### config.mk
export PLATFORM = sky130hd
export DESIGN_NAME = ram_bist_flat
export DESIGN_NICKNAME = d
export VERILOG_FILES = /design/src/rtl/ram_bist_if.sv /design/src/rtl/ram_bist.sv /design/src/flat_wrapper.sv
export SDC_FILE = /design/constraint.sdc
export NUM_CORES = 1
export LEC_CHECK = 0
export ABC_AREA = 1
export BUFFER_PORTS_ARGS = -buffer_cell sky130_fd_sc_hd__clkbuf_2
export CAP_MARGIN = 10
export CORE_ASPECT_RATIO = 1.2
export CORE_UTILIZATION = 53
export DETAILED_ROUTE_END_ITERATION = 12
export PLACE_DENSITY = 0.79
export SLEW_MARGIN = 25
export SYNTH_ARGS = -nofsm -noshare
export SYNTH_HDL_FRONTEND = slang
export SYNTH_SLANG_ARGS = --single-unit
### constraint.sdc
create_clock -name clk -period 2.3 [get_ports clk]
set_input_delay 0.46 -clock clk [delete_from_list [all_inputs] [get_ports clk]]
set_output_delay 0.46 -clock clk [all_outputs]
set_load 0.1 [all_outputs]
### src/rtl/ram_bist_if.sv
// ram_bist_if: BIST control/result handshake plus RAM port bundle.
interface ram_bist_if #(
  parameter int ADDR_W = 5,
  parameter int DATA_W = 8
);
  logic              start;
  logic              ram_we;
  logic              busy;
  logic              done;
  logic              pass;
  logic [ADDR_W-1:0] ram_addr;
  logic [ADDR_W-1:0] fail_addr;
  logic [DATA_W-1:0] ram_data;
  logic [DATA_W-1:0] ram_q;
  logic [DATA_W-1:0] fail_data;
  modport master (
    output start, ram_q,
    input  ram_we, ram_addr, ram_data, busy, done, pass, fail_addr, fail_data
  );
  modport slave (
    input  start, ram_q,
    output ram_we, ram_addr, ram_data, busy, done, pass, fail_addr, fail_data
  );
endinterface

### src/rtl/ram_bist.sv
// ram_bist: write/read-back RAM self test with (addr + SEED) pattern and first-fail capture.
// Defining RAM_BIST_INV_EN adds a second pass with the bitwise-inverted pattern.
module ram_bist #(
  parameter int              ADDR_W = 5,
  parameter int              DATA_W = 8,
  parameter logic [DATA_W-1:0] SEED = DATA_W'(8'h01)
) (
  input  logic      clk,
  input  logic      reset,
  ram_bist_if.slave bus
);
  typedef enum logic [2:0] {IDLE, WRITE, READ, CHECK, DONE} state_t;
  state_t            state_q;
  logic [ADDR_W-1:0] ram_addr_q, fail_addr_q, addr_d, cmp_addr;
  logic [DATA_W-1:0] ram_data_q, fail_data_q, inv_mask;
  logic              ram_we_q, busy_q, done_q, pass_q, last, fail_hit;
  function automatic logic [DATA_W-1:0] pat(input logic [ADDR_W-1:0] a);
    return DATA_W'(a) + SEED;
  endfunction
`ifdef RAM_BIST_INV_EN
  logic inv_q;
  assign inv_mask = {DATA_W{inv_q}};
`else
  assign inv_mask = '0;
`endif
  assign addr_d   = ram_addr_q + ADDR_W'(1);
  // read data lags the address by one cycle; in CHECK the counter has wrapped so this yields DEPTH-1
  assign cmp_addr = ram_addr_q - ADDR_W'(1);
  assign last     = &ram_addr_q;
  assign fail_hit = (bus.ram_q != (pat(cmp_addr) ^ inv_mask)) &&
                    (state_q == CHECK || (state_q == READ && ram_addr_q != '0));
  always_ff @(posedge clk or posedge reset) begin
    if (reset) begin
      state_q     <= IDLE;
      ram_addr_q  <= '0;
      ram_data_q  <= '0;
      ram_we_q    <= 1'b0;
      busy_q      <= 1'b0;
      done_q      <= 1'b0;
      pass_q      <= 1'b0;
      fail_addr_q <= '0;
      fail_data_q <= '0;
`ifdef RAM_BIST_INV_EN
      inv_q       <= 1'b0;
`endif
    end else if (fail_hit) begin
      state_q     <= DONE;
      done_q      <= 1'b1;
      pass_q      <= 1'b0;
      fail_addr_q <= cmp_addr;
      fail_data_q <= bus.ram_q;
      ram_addr_q  <= '0;
    end else begin
      case (state_q)
        IDLE: if (bus.start) begin
          state_q     <= WRITE;
          busy_q      <= 1'b1;
          ram_we_q    <= 1'b1;
          ram_addr_q  <= '0;
          ram_data_q  <= SEED;
          pass_q      <= 1'b0;
          fail_addr_q <= '0;
          fail_data_q <= '0;
`ifdef RAM_BIST_INV_EN
          inv_q       <= 1'b0;
`endif
        end
        WRITE: begin
          ram_addr_q <= addr_d;
          ram_we_q   <= !last;
          ram_data_q <= last ? '0 : pat(addr_d) ^ inv_mask;
          if (last) state_q <= READ;
        end
        READ: begin
          ram_addr_q <= addr_d;
          if (last) state_q <= CHECK;
        end
`ifdef RAM_BIST_INV_EN
        CHECK: if (!inv_q) begin
          inv_q      <= 1'b1;
          state_q    <= WRITE;
          ram_we_q   <= 1'b1;
          ram_data_q <= ~SEED;
        end else begin
          state_q <= DONE;
          done_q  <= 1'b1;
          pass_q  <= 1'b1;
        end
`else
        CHECK: begin
          state_q <= DONE;
          done_q  <= 1'b1;
          pass_q  <= 1'b1;
        end
`endif
        DONE: begin
          state_q <= IDLE;
          done_q  <= 1'b0;
          busy_q  <= 1'b0;
        end
        default: state_q <= IDLE;
      endcase
    end
  end
  assign bus.ram_we    = ram_we_q;
  assign bus.ram_addr  = ram_addr_q;
  assign bus.ram_data  = ram_data_q;
  assign bus.busy      = busy_q;
  assign bus.done      = done_q;
  assign bus.pass      = pass_q;
  assign bus.fail_addr = fail_addr_q;
  assign bus.fail_data = fail_data_q;
endmodule
### src/flat_wrapper.sv
// flat-port wrapper written by rule: the top's interface ports become plain ports
module ram_bist_flat 
#(
  parameter int              ADDR_W = 5,
  parameter int              DATA_W = 8,
  parameter logic [DATA_W-1:0] SEED = DATA_W'(8'h01)
)
  (clk, reset, bus_start, bus_ram_q, bus_ram_we, bus_ram_addr, bus_ram_data, bus_busy, bus_done, bus_pass, bus_fail_addr, bus_fail_data);
  ram_bist_if #(.ADDR_W(ADDR_W), .DATA_W(DATA_W)) bus_i ();
  input  logic clk;
  input  logic reset;
  input wire logic [$bits(bus_i.start)-1:0] bus_start;
  input wire logic [$bits(bus_i.ram_q)-1:0] bus_ram_q;
  output wire logic [$bits(bus_i.ram_we)-1:0] bus_ram_we;
  output wire logic [$bits(bus_i.ram_addr)-1:0] bus_ram_addr;
  output wire logic [$bits(bus_i.ram_data)-1:0] bus_ram_data;
  output wire logic [$bits(bus_i.busy)-1:0] bus_busy;
  output wire logic [$bits(bus_i.done)-1:0] bus_done;
  output wire logic [$bits(bus_i.pass)-1:0] bus_pass;
  output wire logic [$bits(bus_i.fail_addr)-1:0] bus_fail_addr;
  output wire logic [$bits(bus_i.fail_data)-1:0] bus_fail_data;
  assign bus_i.start = bus_start;
  assign bus_i.ram_q = bus_ram_q;
  assign bus_ram_we = bus_i.ram_we;
  assign bus_ram_addr = bus_i.ram_addr;
  assign bus_ram_data = bus_i.ram_data;
  assign bus_busy = bus_i.busy;
  assign bus_done = bus_i.done;
  assign bus_pass = bus_i.pass;
  assign bus_fail_addr = bus_i.fail_addr;
  assign bus_fail_data = bus_i.fail_data;
  ram_bist #(.ADDR_W(ADDR_W), .DATA_W(DATA_W), .SEED(SEED)) u_core (.clk(clk), .reset(reset), .bus(bus_i));
endmodule
# Word-level counts from Yosys, hierarchy flattened
# Cells that the tools add are included.
[word_totals]
ramBits = 0
latchBits = 0
input_bits = 11
output_inout_bits = 30
rom_bits = 0
reg_bits = 33
mem_count = 0
[op_classes]
div = 0
shift = 0
muxes = 24
n_eq_ne = 9
n_mul = 0
n_addsub = 4
n_lt_le_gt_ge = 0
bitwise = 1
reduce_logical = 21
[ops]
columns = ["cell", "count"]
rows = [
  ["$mux W8", 5],
  ["$mux W5", 4],
  ["$pmux W8 S2", 1],
  ["$add A5 B1 Y6 const B", 2],
  ["$mux W3", 4],
  ["$pmux W3 S4", 1],
  ["$pmux W5 S2", 1],
  ["$reduce_and A3 Y1", 3],
  ["$reduce_bool A3 Y1", 3],
  ["$ne A8 B8 Y1", 1],
  ["$pmux W1 S2", 4],
  ["$reduce_bool A2 Y1", 4],
  ["$eq A3 B2 Y1 const B", 2],
  ["$ne A3 B1 Y1 const B", 2],
  ["$reduce_and A2 Y1", 3],
  ["$add A5 B1 Y5 const B", 1],
  ["$reduce_and A5 Y1", 1],
  ["$reduce_bool A5 Y1", 1],
  ["$sub A5 B1 Y5 const B", 1],
  ["$mux W1", 4],
  ["$eq A3 B1 Y1 const B", 1],
  ["$eq A3 B3 Y1 const B", 1],
  ["$logic_not A3 Y1", 1],
  ["$ne A3 B2 Y1 const B", 1],
  ["other kinds (6)", 7],
]

# Longest topological paths before layout
[depth]
ltp_word = 6
ltp_mapped = 16
depth_no_buf = 16

# Worst setup path before layout
# No wires, ideal clock.
[synth_timing]
path_type = "register -> register"
start = "register u_core.ram_addr_q[0] (netlist: u_core.bus.ram_addr[0])"
end = "register u_core.fail_addr_q[0] (netlist: u_core.bus.fail_addr[0])"
path_slack_ns = -0.526
path_stages_with_launch = 15
arrival_time_ns = 2.738
cell_sequence = "dfrtp_1 > inv_2 > ha_1 > nor2_1 > nand3_1 > inv_2 > nand3_1 > nand3_1 > nand2_1 > nor2_2 > nand2_2 > nand2_4 > buf_6 > nand3_1 > o21ai_1"
[synth_between]
elab_chain_cells = 6
[synth_rtl]
columns = ["item", "line_no", "text"]
rows = [
  ["start, declared", "ram_bist.sv:14", "logic [ADDR_W-1:0] ram_addr_q, fail_addr_q, addr_d, cmp_addr;"],
  ["start signal, assigned", "ram_bist.sv:69", "ram_addr_q <= addr_d;"],
  ["start signal, assigned", "ram_bist.sv:75", "ram_addr_q <= addr_d;"],
  ["$sub A5 B1 Y5 / $reduce_bool A5 Y1 (equally long branches)", "ram_bist.sv:28, ram_bist.sv:31", ""],
  ["$add A5 B1 Y6 / $logic_and A1 B1 Y1 (equally long branches)", "ram_bist.sv:18, ram_bist.sv:31", ""],
  ["$ne A8 B8 Y1 / $logic_or A1 B1 Y1 (equally long branches)", "ram_bist.sv:30, ram_bist.sv:31", ""],
  ["$logic_and A1 B1 Y1", "ram_bist.sv:30", "assign fail_hit = (bus.ram_q != (pat(cmp_addr) ^ inv_mask)) &&"],
  ["$reduce_bool A2 Y1 (no line)", "n/a", ""],
  ["$reduce_and A2 Y1 (no line)", "n/a", ""],
  ["end signal, assigned", "ram_bist.sv:50", "fail_addr_q <= cmp_addr;"],
  ["end, declared", "ram_bist.sv:14", ""],
]
# Several ways; a longest one is shown, not always the timed one.
# A chain may end at the register's enable or synchronous reset.

# Worst setup path after layout
[layout_timing]
start = "register u_core.ram_addr_q[0] (netlist: u_core.bus.ram_addr[0])"
end = "register u_core.ram_addr_q[1] (netlist: u_core.bus.ram_addr[1])"
[layout_between]
elab_chain_cells = 6
[layout_rtl]
columns = ["item", "line_no"]
rows = [
  ["$sub A5 B1 Y5 / $reduce_bool A5 Y1 (equally long branches)", "ram_bist.sv:28, ram_bist.sv:31"],
  ["$add A5 B1 Y6 / $logic_and A1 B1 Y1 (equally long branches)", "ram_bist.sv:18, ram_bist.sv:31"],
  ["$ne A8 B8 Y1 / $logic_or A1 B1 Y1 (equally long branches)", "ram_bist.sv:30, ram_bist.sv:31"],
  ["$logic_and A1 B1 Y1", "ram_bist.sv:30"],
  ["$ne A3 B2 Y1 (no line) / $reduce_bool A3 Y1 (equally long branches)", "n/a"],
  ["$reduce_and A2 Y1 (no line)", "n/a"],
]
# Several ways; a longest one is shown, not always the timed one.

==> results.cfg <==
[clock_tree]
cts.sinks = 31
clk_latency_ps = 330
cts_tree = built
clk_pin_slew_ps = 100
clockBufferDepth = 2
clockRootBuffer = clkbuf_4
cts_max_level = 2
cts_buffers = 5

[floorplanning]
core-area_um2 = 3140
fp.dieH_um = 65.6
die_w_um = 55
row_count = 22
start_util_pct = 56.9
dieArea_um2 = 3610
io_pins = 41

[worst_setup_path]
crit_arrival_ps = 2440
crit_chain = inv_2, ha_4, nor2_4, nand3_2, inv_2, nand3_1, nand3_1, nand2_1, nor2_2, nand2_2, nand2_8, buf_12, nand4_1, nand2_1
critPathTopFamily = simple AND/OR/NAND/NOR gates
r2r_start = u_core.bus.ram_addr[0]
path_max_fanout = 19
crit_required_ps = 2570
crit_slowest_cell = dfrtp_4
critPathCaptureType = flop
crit_buf_inv = 3
crit_type = reg2reg
rrSetupSlack_ps = 130
start_kind = flop
slowest_delay_ps = 530
r2r_cells = 14
timing.rr.end = u_core.bus.ram_addr[1]

[finish]
final_cell_mix = nand2_1 (59), nand3_1 (38), clkbuf_2 (38), dfrtp_1 (28), inv_1 (19)
final_nets = 295
diodes = 0
area_growth_pct = 22.5
drive_gt1_share_pct = 29.6
post_layout_nonfiller_instances = 316
layout_commonest_cell = nand2_1

[synthesis]
ys_ff_latch = 31
synth-warning-count = 0
avgSynthCellArea_um2 = 7.77
synth-xor-area-share_pct = 1.96
synth-simple-area-share_pct = 35.2
yosysSeqAreaShare_pct = 43.4
synthCells = 230
synth.distinct_cells = 28
syn_area_um2 = 1790
synth_compound_gate_area_share_pct = 6.37
muxShareOfSynthArea_pct = 0
synth-adder-area-share_pct = 3.50
synth_top_family_by_area = simple AND/OR/NAND/NOR gates

[routing]
vias_per_cell = 5.43
ant_nets = 0
drc = 0
totalWireLength_um = 4180
wl_per_cell_um = 13.2
dr_total_vias = 1715
drt-initial-drc-count = 60
firstDrtPassIters = 4

[place]
place_inst = 301
routabilityCongestion = 0.818
port_buffers = 38
dp_hpwl_um = 2870
place_ws_ps = 29.4

[sta]
skew_ps = 12.7
fin_crit_sh_pct = 94.2
slew_headroom_pct = 63.5
whs_ps = 167
fin_ws_ps = 133
fmax_mhz = 462
final.setup.tns_ps = 0
hold_viol_final = 0
worst_pin_slew_ps = 550
slew_violations = 0
setup_violations = 0
min_period_ps = 2170

[status]
outcome = finished, final reports clean

[global_route]
grt_pass1_wl_um = 6710
antenna_found_initial = 0
track_usage_pct = 25.9
grt_start_max_net_pins = 32
grt_pass1_vias = 1495
grt-ovfl-total = 0

[job]
maxCapViolations = 0

[min_path]
min_path_type = in2async
## registers in the layout, indices dropped and copies added, names as in the netlist
register	cells
u_core.bus.fail_data	8
u_core.bus.ram_data	6
u_core.bus.fail_addr	5
u_core.bus.ram_addr	5
u_core.state_q	3
u_core.bus.busy	1
u_core.bus.done	1
u_core.bus.pass	1
u_core.bus.ram_we	1
## worst register-to-register path, stage by stage (launching register included)
cell and delay [ps]:
dfrtp_4 530, inv_2 110, ha_4 230, nor2_4 90
nand3_2 110, inv_2 100, nand3_1 70, nand3_1 80
nand2_1 70, nor2_2 150, nand2_2 110, nand2_8 120
buf_12 150, nand4_1 110, nand2_1 80
## cells in the mapped netlist
library cell | number | share of area, %
buf_2 | 1 | 0.28
nand4_1 | 9 | 3.2
o21ai_1 | 7 | 2.0
buf_6 | 3 | 1.9
o211ai_1 | 1 | 0.42
nand3_2 | 1 | 0.56
xnor2_1 | 2 | 0.98
ha_1 | 5 | 3.5
nand3_1 | 39 | 11
nand2_1 | 60 | 13
inv_1 | 20 | 4.2
a21oi_1 | 3 | 0.84
clkbuf_1 | 1 | 0.21
inv_2 | 7 | 1.5
buf_4 | 3 | 1.3
a32oi_1 | 1 | 0.49
nand2_4 | 2 | 1.3
o21ai_0 | 3 | 0.84
nor2_1 | 16 | 3.4
conb_1 | 1 | 0.21
a22oi_1 | 1 | 0.42
a32o_1 | 1 | 0.56
nor2_2 | 2 | 0.70
dfrtp_1 | 31 | 43
xor2_1 | 2 | 0.98
nor2_4 | 2 | 1.3
o31ai_1 | 2 | 0.84
nand2_2 | 4 | 1.4
## layer usage
metal,up-vias,part of all wire [%],GRT usage [%]
met2,65,48,39.2
met5,-,0,0
met3,8,6.0,6.71
met4,0,1.8,8.75
met1,791,45,35.2
li1,851,-,-
## final cells by class
cell class,count,area [µm²]
Fill cell,274,948
Clock inverter,1,5.00
Inverter,27,101
Sequential cell,31,785
Tap cell,36,45.0
Multi-Input combinational cell,165,897
Timing Repair Buffer,49,302
Clock buffer,7,55.1
## what timing repair did
action | CTS | global route
buffers inserted | 0 | 7
resized for setup | 0 | 11
hold endpoints to repair | 0 | 0
setup endpoints to repair | 0 | 23
hold buffers | 0 | 0
## metrics by stage
| step | utilization (%) | instance area (µm²) |
|---|---|---|
| finish | 69.8 | 2190 |
| global route | 69.8 | 2190 |
| CTS | 66.0 | 2070 |
| detailed placement | 64.1 | 2010 |
| global placement | 64.1 | 2010 |
| floorplan | - | 1800 |
## kinds of logic after synthesis
family | count (synthesis)
flops | 31
compound gates | 19
simple gates | 135
fa+ha+maj | 5
buf+inv | 35
other cells | 1
xor+xnor | 4
## worst max-delay path by stage
stage	startpoint	end	depth (start not counted)
after floorplan	u_core.bus.ram_addr[0]	u_core.bus.fail_addr[0]	14
after global placement	u_core.bus.ram_addr[1]	u_core.state_q[0]	14
after detailed placement	u_core.bus.ram_addr[1]	u_core.bus.ram_addr[0]	14
after CTS	u_core.bus.ram_addr[1]	u_core.bus.ram_addr[0]	14
after global routing	u_core.bus.ram_addr[0]	u_core.bus.ram_addr[1]	14
final	u_core.bus.ram_addr[0]	u_core.bus.ram_addr[1]	14
Power is left out: the tool's default activity adds up to more than one toggle a clock period on the data nets, which glitch-free logic cannot reach.
